$ cat src/rtl/dmem_arbiter_pkg.sv
// Shared types for the data-memory arbiter: FSM states and read-return ownership.
// No logic of its own; imported by the arbiter and its round-robin picker.
package dmem_arbiter_pkg;

    typedef enum logic [1:0] {
        ARB     = 2'd0,
        HLOCK   = 2'd1,
        RELEASE = 2'd2
    } arb_state;

    typedef enum logic {
        OWN_CORE = 1'b0,
        OWN_HOST = 1'b1
    } mem_owner;

    function automatic mem_owner other_side(input mem_owner o);
        return (o == OWN_CORE) ? OWN_HOST : OWN_CORE;
    endfunction

endpackage

$ cat src/rtl/dmem_rr_pick.sv
// Two-way round-robin picker: one-hot grant from two requests and a priority pointer.
// Purely combinational; a lone request always wins and leaves priority with the idle side.
module dmem_rr_pick
    import dmem_arbiter_pkg::*;
(
    input  logic c_req,
    input  logic h_req,
    input  logic prio,
    output logic c_pick,
    output logic h_pick,
    output logic prio_nxt
);

    always_comb begin
        c_pick   = 1'b0;
        h_pick   = 1'b0;
        prio_nxt = prio;
        if (c_req && h_req) begin
            if (prio == OWN_CORE) c_pick = 1'b1;
            else                  h_pick = 1'b1;
            prio_nxt = other_side(mem_owner'(prio));
        end else if (c_req) begin
            c_pick   = 1'b1;
            prio_nxt = OWN_HOST;
        end else if (h_req) begin
            h_pick   = 1'b1;
            prio_nxt = OWN_CORE;
        end
    end

endmodule

$ cat src/rtl/dmem_arbiter.sv
// Shares the single-port data memory between core and host; grant and memory command same cycle.
// Read data returns one cycle after grant; an ungranted requester must hold its request.
module dmem_arbiter
    import dmem_arbiter_pkg::*;
#(
    parameter int AW       = 8,
    parameter int DW       = 8,
    parameter int LOCK_MAX = 16
) (
    input  logic          clk,
    input  logic          rst_n,
    input  logic          c_req,
    input  logic          c_we,
    input  logic [AW-1:0] c_addr,
    input  logic [DW-1:0] c_wdata,
    output logic          c_gnt,
    output logic          c_rvalid,
    output logic [DW-1:0] c_rdata,
    input  logic          h_req,
    input  logic          h_we,
    input  logic [AW-1:0] h_addr,
    input  logic [DW-1:0] h_wdata,
    input  logic          h_lock,
    output logic          h_gnt,
    output logic          h_rvalid,
    output logic [DW-1:0] h_rdata,
    output logic          m_loadEn,
    output logic          m_storEn,
    output logic [AW-1:0] m_addr,
    output logic [DW-1:0] m_storData,
    input  logic [DW-1:0] m_loadData,
    output logic          lock_active
);

    localparam int CW = $clog2(LOCK_MAX + 1);

    arb_state      state;
    mem_owner      prio;
    logic [CW-1:0] lock_cnt;
    logic [DW-1:0] c_rdata_q;
    logic [DW-1:0] h_rdata_q;
    logic          pick_c;
    logic          pick_h;
    logic          prio_rr;

    dmem_rr_pick u_pick (
        .c_req    (c_req),
        .h_req    (h_req),
        .prio     (prio),
        .c_pick   (pick_c),
        .h_pick   (pick_h),
        .prio_nxt (prio_rr)
    );

    always_comb begin
        c_gnt = 1'b0;
        h_gnt = 1'b0;
        case (state)
            ARB: begin
                c_gnt = pick_c;
                h_gnt = pick_h;
            end
            HLOCK: h_gnt = h_req;
            RELEASE: begin
                c_gnt = c_req;
                h_gnt = h_req & ~c_req;
            end
            default: ;
        endcase
    end

    always_comb begin
        m_storEn   = (c_gnt & c_we) | (h_gnt & h_we);
        m_loadEn   = (c_gnt & ~c_we) | (h_gnt & ~h_we);
        m_addr     = c_gnt ? c_addr  : (h_gnt ? h_addr  : '0);
        m_storData = c_gnt ? c_wdata : (h_gnt ? h_wdata : '0);
    end

    // Memory data is live during the return cycle, so bypass the holding register then.
    assign c_rdata = c_rvalid ? m_loadData : c_rdata_q;
    assign h_rdata = h_rvalid ? m_loadData : h_rdata_q;

    always_ff @(posedge clk or negedge rst_n) begin
        if (!rst_n) begin
            state       <= ARB;
            prio        <= OWN_CORE;
            lock_cnt    <= '0;
            lock_active <= 1'b0;
            c_rvalid    <= 1'b0;
            h_rvalid    <= 1'b0;
            c_rdata_q   <= '0;
            h_rdata_q   <= '0;
        end else begin
            c_rvalid <= c_gnt & ~c_we;
            h_rvalid <= h_gnt & ~h_we;
            if (c_rvalid) c_rdata_q <= m_loadData;
            if (h_rvalid) h_rdata_q <= m_loadData;

            case (state)
                ARB: begin
                    prio <= mem_owner'(prio_rr);
                    if (h_gnt && h_lock) begin
                        state       <= HLOCK;
                        lock_cnt    <= CW'(1);
                        lock_active <= 1'b1;
                    end
                end
                HLOCK: begin
                    if (!h_lock) begin
                        state       <= ARB;
                        prio        <= OWN_CORE;
                        lock_cnt    <= '0;
                        lock_active <= 1'b0;
                    end else if (lock_cnt == CW'(LOCK_MAX - 1)) begin
                        // The cycle that would make LOCK_MAX host cycles is the last one.
                        state       <= RELEASE;
                        lock_cnt    <= '0;
                        lock_active <= 1'b0;
                    end else begin
                        lock_cnt <= lock_cnt + CW'(1);
                    end
                end
                RELEASE: begin
                    state <= ARB;
                    prio  <= c_gnt ? OWN_HOST : OWN_CORE;
                end
                default: state <= ARB;
            endcase
        end
    end

endmodule

$ cat config.mk
export PLATFORM = sky130hd
export DESIGN_NAME = dmem_arbiter
export DESIGN_NICKNAME = d
export VERILOG_FILES = /design/src/rtl/dmem_arbiter_pkg.sv /design/src/rtl/dmem_rr_pick.sv /design/src/rtl/dmem_arbiter.sv
export SDC_FILE = /design/constraint.sdc
export NUM_CORES = 1
export LEC_CHECK = 0
export ABC_CLOCK_PERIOD_IN_PS = 1800
export BUFFER_PORTS_ARGS = -buffer_cell sky130_fd_sc_hd__buf_4
export CORE_MARGIN = 4
export CORE_UTILIZATION = 40
export CTS_CLUSTER_SIZE = 14
export DETAILED_ROUTE_END_ITERATION = 10
export PLACE_DENSITY = 0.76
export SLEW_MARGIN = 10
export SYNTH_ARGS = -nofsm -noshare
export SYNTH_HDL_FRONTEND = slang
export SYNTH_SLANG_ARGS = --single-unit
$ cat constraint.sdc
create_clock -name clk -period 1.8 [get_ports clk]
set_input_delay 0.09 -clock clk [delete_from_list [all_inputs] [get_ports clk]]
set_output_delay 0.09 -clock clk [all_outputs]
set_load 0.03 [all_outputs]
# Word level (Yosys, flattened, before mapping)
# Index checks and enable logic that the tools add are counted.
[word_totals]
ff_bits = 27
output_inout_bits = 39
wordCells = 68
[classes]
addsub = 1
eq_ne = 7
mux = 33
bitwise_logic = 10
reduce_logical = 9
[ops]
columns = ["operator", "count"]
rows = [
  ["8-bit 2-to-1 mux", 6],
  ["1-bit 2-to-1 mux", 15],
  ["5-bit 2-to-1 mux", 3],
  ["5-bit case mux with 2 select lines", 1],
  ["2-bit 2-to-1 mux", 3],
  ["1-bit case mux with 3 select lines", 2],
  ["3-bit AND reduction", 2],
  ["5-bit by 1-bit adder with 5-bit output, second input constant", 1],
  ["1-bit AND", 5],
  ["5-bit by 4-bit equality test with 1-bit output, second input constant", 1],
  ["2-bit != test, second input constant", 2],
  ["4-bit by 3-bit != test with 1-bit output, second input constant", 1],
  ["1-bit case mux with 2 select lines", 2],
  ["2-bit case mux with 2 select lines", 1],
  ["2-bit AND reduction", 2],
  ["3-bit != test, second input constant", 1],
  ["1-bit inverter", 3],
  ["3-bit nonzero test", 1],
  ["2-bit by 1-bit equality test with 1-bit output, second input constant", 1],
  ["2-bit equality test, second input constant", 1],
  ["1-bit logical AND", 2],
  ["2-bit zero test", 1],
  ["1-bit bitwise OR", 2],
  ["2-bit nonzero test", 1],
]

# Longest topological paths before layout
[logic_depth]
word_depth = 7
depth_mapped = 9
mapped_depth_nobuf = 7

# Hierarchy
# From an unflattened synthesis, not the netlist that was laid out.
[unflattened]
cells_unflattened = 167
area_unflattened_um2 = 1539.0
[by_module_without_submodules]
columns = ["mod", "instances", "cells_per_inst", "area_per_inst_um2"]
rows = [
  ["dmem_arbiter", 1, 162, 1510.2],
  ["dmem_rr_pick", 1, 5, 28.8],
]

# Least setup slack after synthesis
# Ideal clock, no wire load.
[synth_timing]
path_type = "register to output"
from = "register state[0]"
to = "output m_addr[0]"
arrival_time_ns = 2.179
t_required_ns = 1.710
path_slack_ns = -0.469
stages_incl_launch_ff = 9
path_buffers = 2
cell_sequence = "dfrtp_1 inv_1 ha_1 buf_6 nand2_2 and3_1 or3_1 buf_6 o21ai_0"
[synth_between]
elab_chain_cells = 4
[synth_rtl]
columns = ["element", "line", "rtl"]
rows = [
  ["from (decl)", "dmem_arbiter.sv:37", "arb_state state;"],
  ["from (signal assigned)", "dmem_arbiter.sv:85", "state <= ARB;"],
  ["from (signal assigned)", "dmem_arbiter.sv:103", "state <= HLOCK;"],
  ["from (signal assigned)", "dmem_arbiter.sv:110", "state <= ARB;"],
  ["2-bit equality test, or another cell as far along", "dmem_arbiter.sv:58", "case (state)"],
  ["1-bit case mux with 3 select lines", "dmem_arbiter.sv:58", ""],
  ["8-bit 2-to-1 mux", "dmem_arbiter.sv:75", "m_addr = c_gnt ? c_addr : (h_gnt ? h_addr : '0);"],
  ["8-bit 2-to-1 mux *", "dmem_arbiter.sv:75", ""],
  ["to (decl)", "dmem_arbiter.sv:29", "output logic [AW-1:0] m_addr,"],
]
# Mark *: on every way between the ends. The rest lies on a longest branch, timed or not.

# Final worst setup path
[layout_timing]
from = "register state[1]"
to = "output m_storData[6]"
[layout_between]
elab_chain_cells = 4
[layout_rtl]
columns = ["element", "line", "rtl"]
rows = [
  ["2-bit equality test, or another cell as far along", "dmem_arbiter.sv:58", ""],
  ["1-bit case mux with 3 select lines", "dmem_arbiter.sv:58", ""],
  ["8-bit 2-to-1 mux", "dmem_arbiter.sv:76", "m_storData = c_gnt ? c_wdata : (h_gnt ? h_wdata : '0);"],
  ["8-bit 2-to-1 mux *", "dmem_arbiter.sv:76", ""],
  ["to (decl)", "dmem_arbiter.sv:30", "output logic [DW-1:0] m_storData,"],
]
# Marks and branches as above.

==> results.sh <==
export IMPL_cts_sinks=27
export IMPL_drv_cap=0
export IMPL_setup_worst_path_class="reg -> out"
export IMPL_core_area_sq_um=3720
export IMPL_place_hpwl_mm=3.61
export IMPL_arrival_ps=2020
export IMPL_status="finished with violations"
export IMPL_yosysTopAreaCell="dfrtp_1"
export IMPL_synthTopCellsByArea="dfrtp_1, mux2_2, nand2_1"
export IMPL_place_inst=303
export IMPL_endpoint_kind="primary output"
export IMPL_via_per_inst=4.89
export IMPL_synthFlopType="dfrtp_1"
export IMPL_antenna_found_initial=0
export IMPL_nets=318
export IMPL_cp_required_ps=1710
export IMPL_switching_power_mw=1.98
export IMPL_hold_slack_ps=19.0
export IMPL_avgSynthCellArea_sq_um=9.64
export IMPL_final_cells=312
export IMPL_failed_checks="setup timing"
export IMPL_ant_nets=0
export IMPL_path_clk_slew_ps=90
export IMPL_seq_power_share_pct=23.7
export IMPL_grt_max_degree=28
export IMPL_routed_wl_mm=4.51
export IMPL_die_area_sq_um=5000
export IMPL_n_fill_cell=279
export IMPL_netlist_area_leader_share_pct=43.0
export IMPL_hold_violations=0
export IMPL_remaining_drc_errors=0
export IMPL_synth_seq_cells=27
export IMPL_rsz0062_at_grt="true"
export IMPL_powerDensity_nw_per_um2=1610
export IMPL_start_util_pct=42.3
export IMPL_tightest_slew_ps=403
export IMPL_p_leak_nw=1.28
export IMPL_period_needed_ps=2110
export IMPL_max_slew_margin_pct=73.1
export IMPL_multi_input_area_sq_um=970
export IMPL_crit_path_start_kind="flop"
export IMPL_cts_tree="yes"
export IMPL_worst_slack_ps=-308
export IMPL_min_period_over_period_pct=117
export IMPL_switching_share_pct=46.2
export IMPL_grtUsageTotal_pct=17.3
export IMPL_syn_inst=163
export IMPL_seq_area_sq_um=677
export IMPL_synth_commonest_cells="nand2_1, dfrtp_1, mux2_2"
export IMPL_post_route_util_pct=71.8
export IMPL_hold_path_class="in -> reg"
export IMPL_drt_first_iter_violations=41
export IMPL_clock_skew_ps=1.73
export IMPL_power_frac_clock_pct=7.6
export IMPL_drive_gt1_share_pct=58.3
export IMPL_setup_viol=20
export IMPL_syn_to_final_growth_pct=69.7
export IMPL_peakVddDrop_mv=0.875
export IMPL_fin_setup_tns_ps=-5510
export IMPL_htree_levels=1
export IMPL_io_pins=86
export IMPL_yosysUniqueCellTypes=35
export IMPL_root_buffer="clkbuf_8"
export IMPL_ys_async_sr_fraction_pct=100
export IMPL_synth_most_common_cell="nand2_1"
export IMPL_yosys_warnings=0
export IMPL_p_comb_share_pct=68.7
export IMPL_routed_via_count=1525
export IMPL_die_w_um=70.7
export IMPL_netlist_area_sq_um=1570
export IMPL_grt_pass1_wl_mm=7.05
export IMPL_portBuffers=85
export IMPL_cts_buffers_inserted=3
export IMPL_synth_edf_count=0
export IMPL_fp_dieH_um=70.7
export IMPL_timing_final_max_slew_violations=0
export IMPL_antennaDiodeCount=0
export IMPL_fmax_mhz=474
export IMPL_std_cell_rows=22
export IMPL_overflow=0
export IMPL_grt_pass1_vias=1520
export IMPL_wl_per_cell_um=14.5
export IMPL_crit_fanout=10
export IMPL_clock_latency_ps=260
export IMPL_internal_power_mw=2.31
export IMPL_cts_buffer_depth=2
export IMPL_first_pass_iters=4
export IMPL_syn_nets=216
export IMPL_r2r_slack_ps=-40
export IMPL_ys_seq_area_share_pct=43.0
export IMPL_gp_congestion=0.871
cells in the final DEF, fill, tap and decap left out, types with 2 or more instances in the layout:
cell type      synthesis  layout
clkbuf_8               0       3
buf_6                  2      18
ha_4                   0       2
dlygate4sd3_1          0       2
inv_2                  2       3
o21ai_2                9       5
mux2_2                18      18
nand2_1               35      35
nor2_1                 6       6
ha_1                   6       4
a31oi_1                2       2
a21oi_1                9       9
nand3_1                3       3
inv_1                  7       4
o21ai_4                0      12
dfrtp_1               27      26
nand2b_1               2       2
buf_4                  0      82
o21ai_0               11       3
power groups by stage:
| stage | registers [mW] | clock network [mW] | logic [mW] |
|---|---|---|---|
| after floorplan | 1.01 | 0 | 1.84 |
| after global placement | 1.01 | 0 | 2.70 |
| after detailed placement | 1.03 | 0 | 2.73 |
| after CTS | 1.02 | 0.346 | 2.92 |
| after global routing | 1.05 | 0.370 | 3.12 |
| final | 1.02 | 0.328 | 2.95 |
registers in the layout, indices dropped and copies added (netlist names):
register     flops
lock_cnt         5
c_rdata_q        8
h_rdata_q        8
c_rvalid         1
lock_active      1
h_rvalid         1
prio             1
state            2
layout make-up:
class | count | share of cell area, %
clock buffers | 3 | 1.55
repair buffers | 104 | 32.8
flip-flops and latches | 27 | 25.4
multi-input cells | 120 | 36.4
inverters | 9 | 1.50
clock inverters | 1 | 0.188
well taps | 48 | 2.25
final timing paths:
| check | start | end | cells after the start |
|---|---|---|---|
| setup reg to reg | state[0] | state[0] | 7 |
| setup / recovery | state[1] | m_storData[6] | 8 |
| hold / removal | h_we | h_rvalid | 2 |
| max in group asynchronous | rst_n | state[0] | 2 |
| hold reg to reg | h_rdata_q[2] | h_rdata_q[2] | 1 |
| min in group asynchronous | rst_n | state[1] | 2 |
worst max-delay path, stage by stage, from the launching register on:
cell	delay [ps]
dfrtp_1	410
inv_2	120
ha_4	160
nand2_2	40
and3_1	150
or3_4	390
buf_8	180
o21ai_4	140
buf_6	150
cell families (layout without fill, tap and decap cells):
group	Yosys count	after routing	share of synthesized area [%]
muxes	19	19	13.5
and+or+nand+nor	54	54	15.2
DFF	27	27	43.0
AOI/OAI and AO/OA	41	41	17.6
buffers and inverters	16	117	5.89
adders and majority gates	6	6	4.78
per-stage QoR:
stage	setup WS, ps	instance area [sq um]	power [mW]
5_1_grt	-380	2670	4.54
4_1_cts	-307	2620	4.28
2_1_floorplan	-92.1	1700	2.85
3_5_place_dp	-59.6	2440	3.76
6_report	-308	2670	4.29
3_3_place_gp	-32.3	2440	3.71
per-layer routing:
layer / up-vias / global-route usage, % / wire (um)
met1: 709 / 20.7 / 1830
met4: 0 / 3.13 / 68
met5: - / 0 / 0
met3: 6 / 4.55 / 265
met2: 47 / 31.4 / 2350
li1: 763 / - / -
timing repair:
action / 4_1_cts / 5_1_grt
endpoints found under the hold margin: 27 / 1
pin swaps: 0 / 0
setup buffers: 2 / 1
hold buffers: 1 / 1
resized for setup: 27 / 5
setup endpoints to repair: 20 / 23
(Power assumes the default switching activity.)
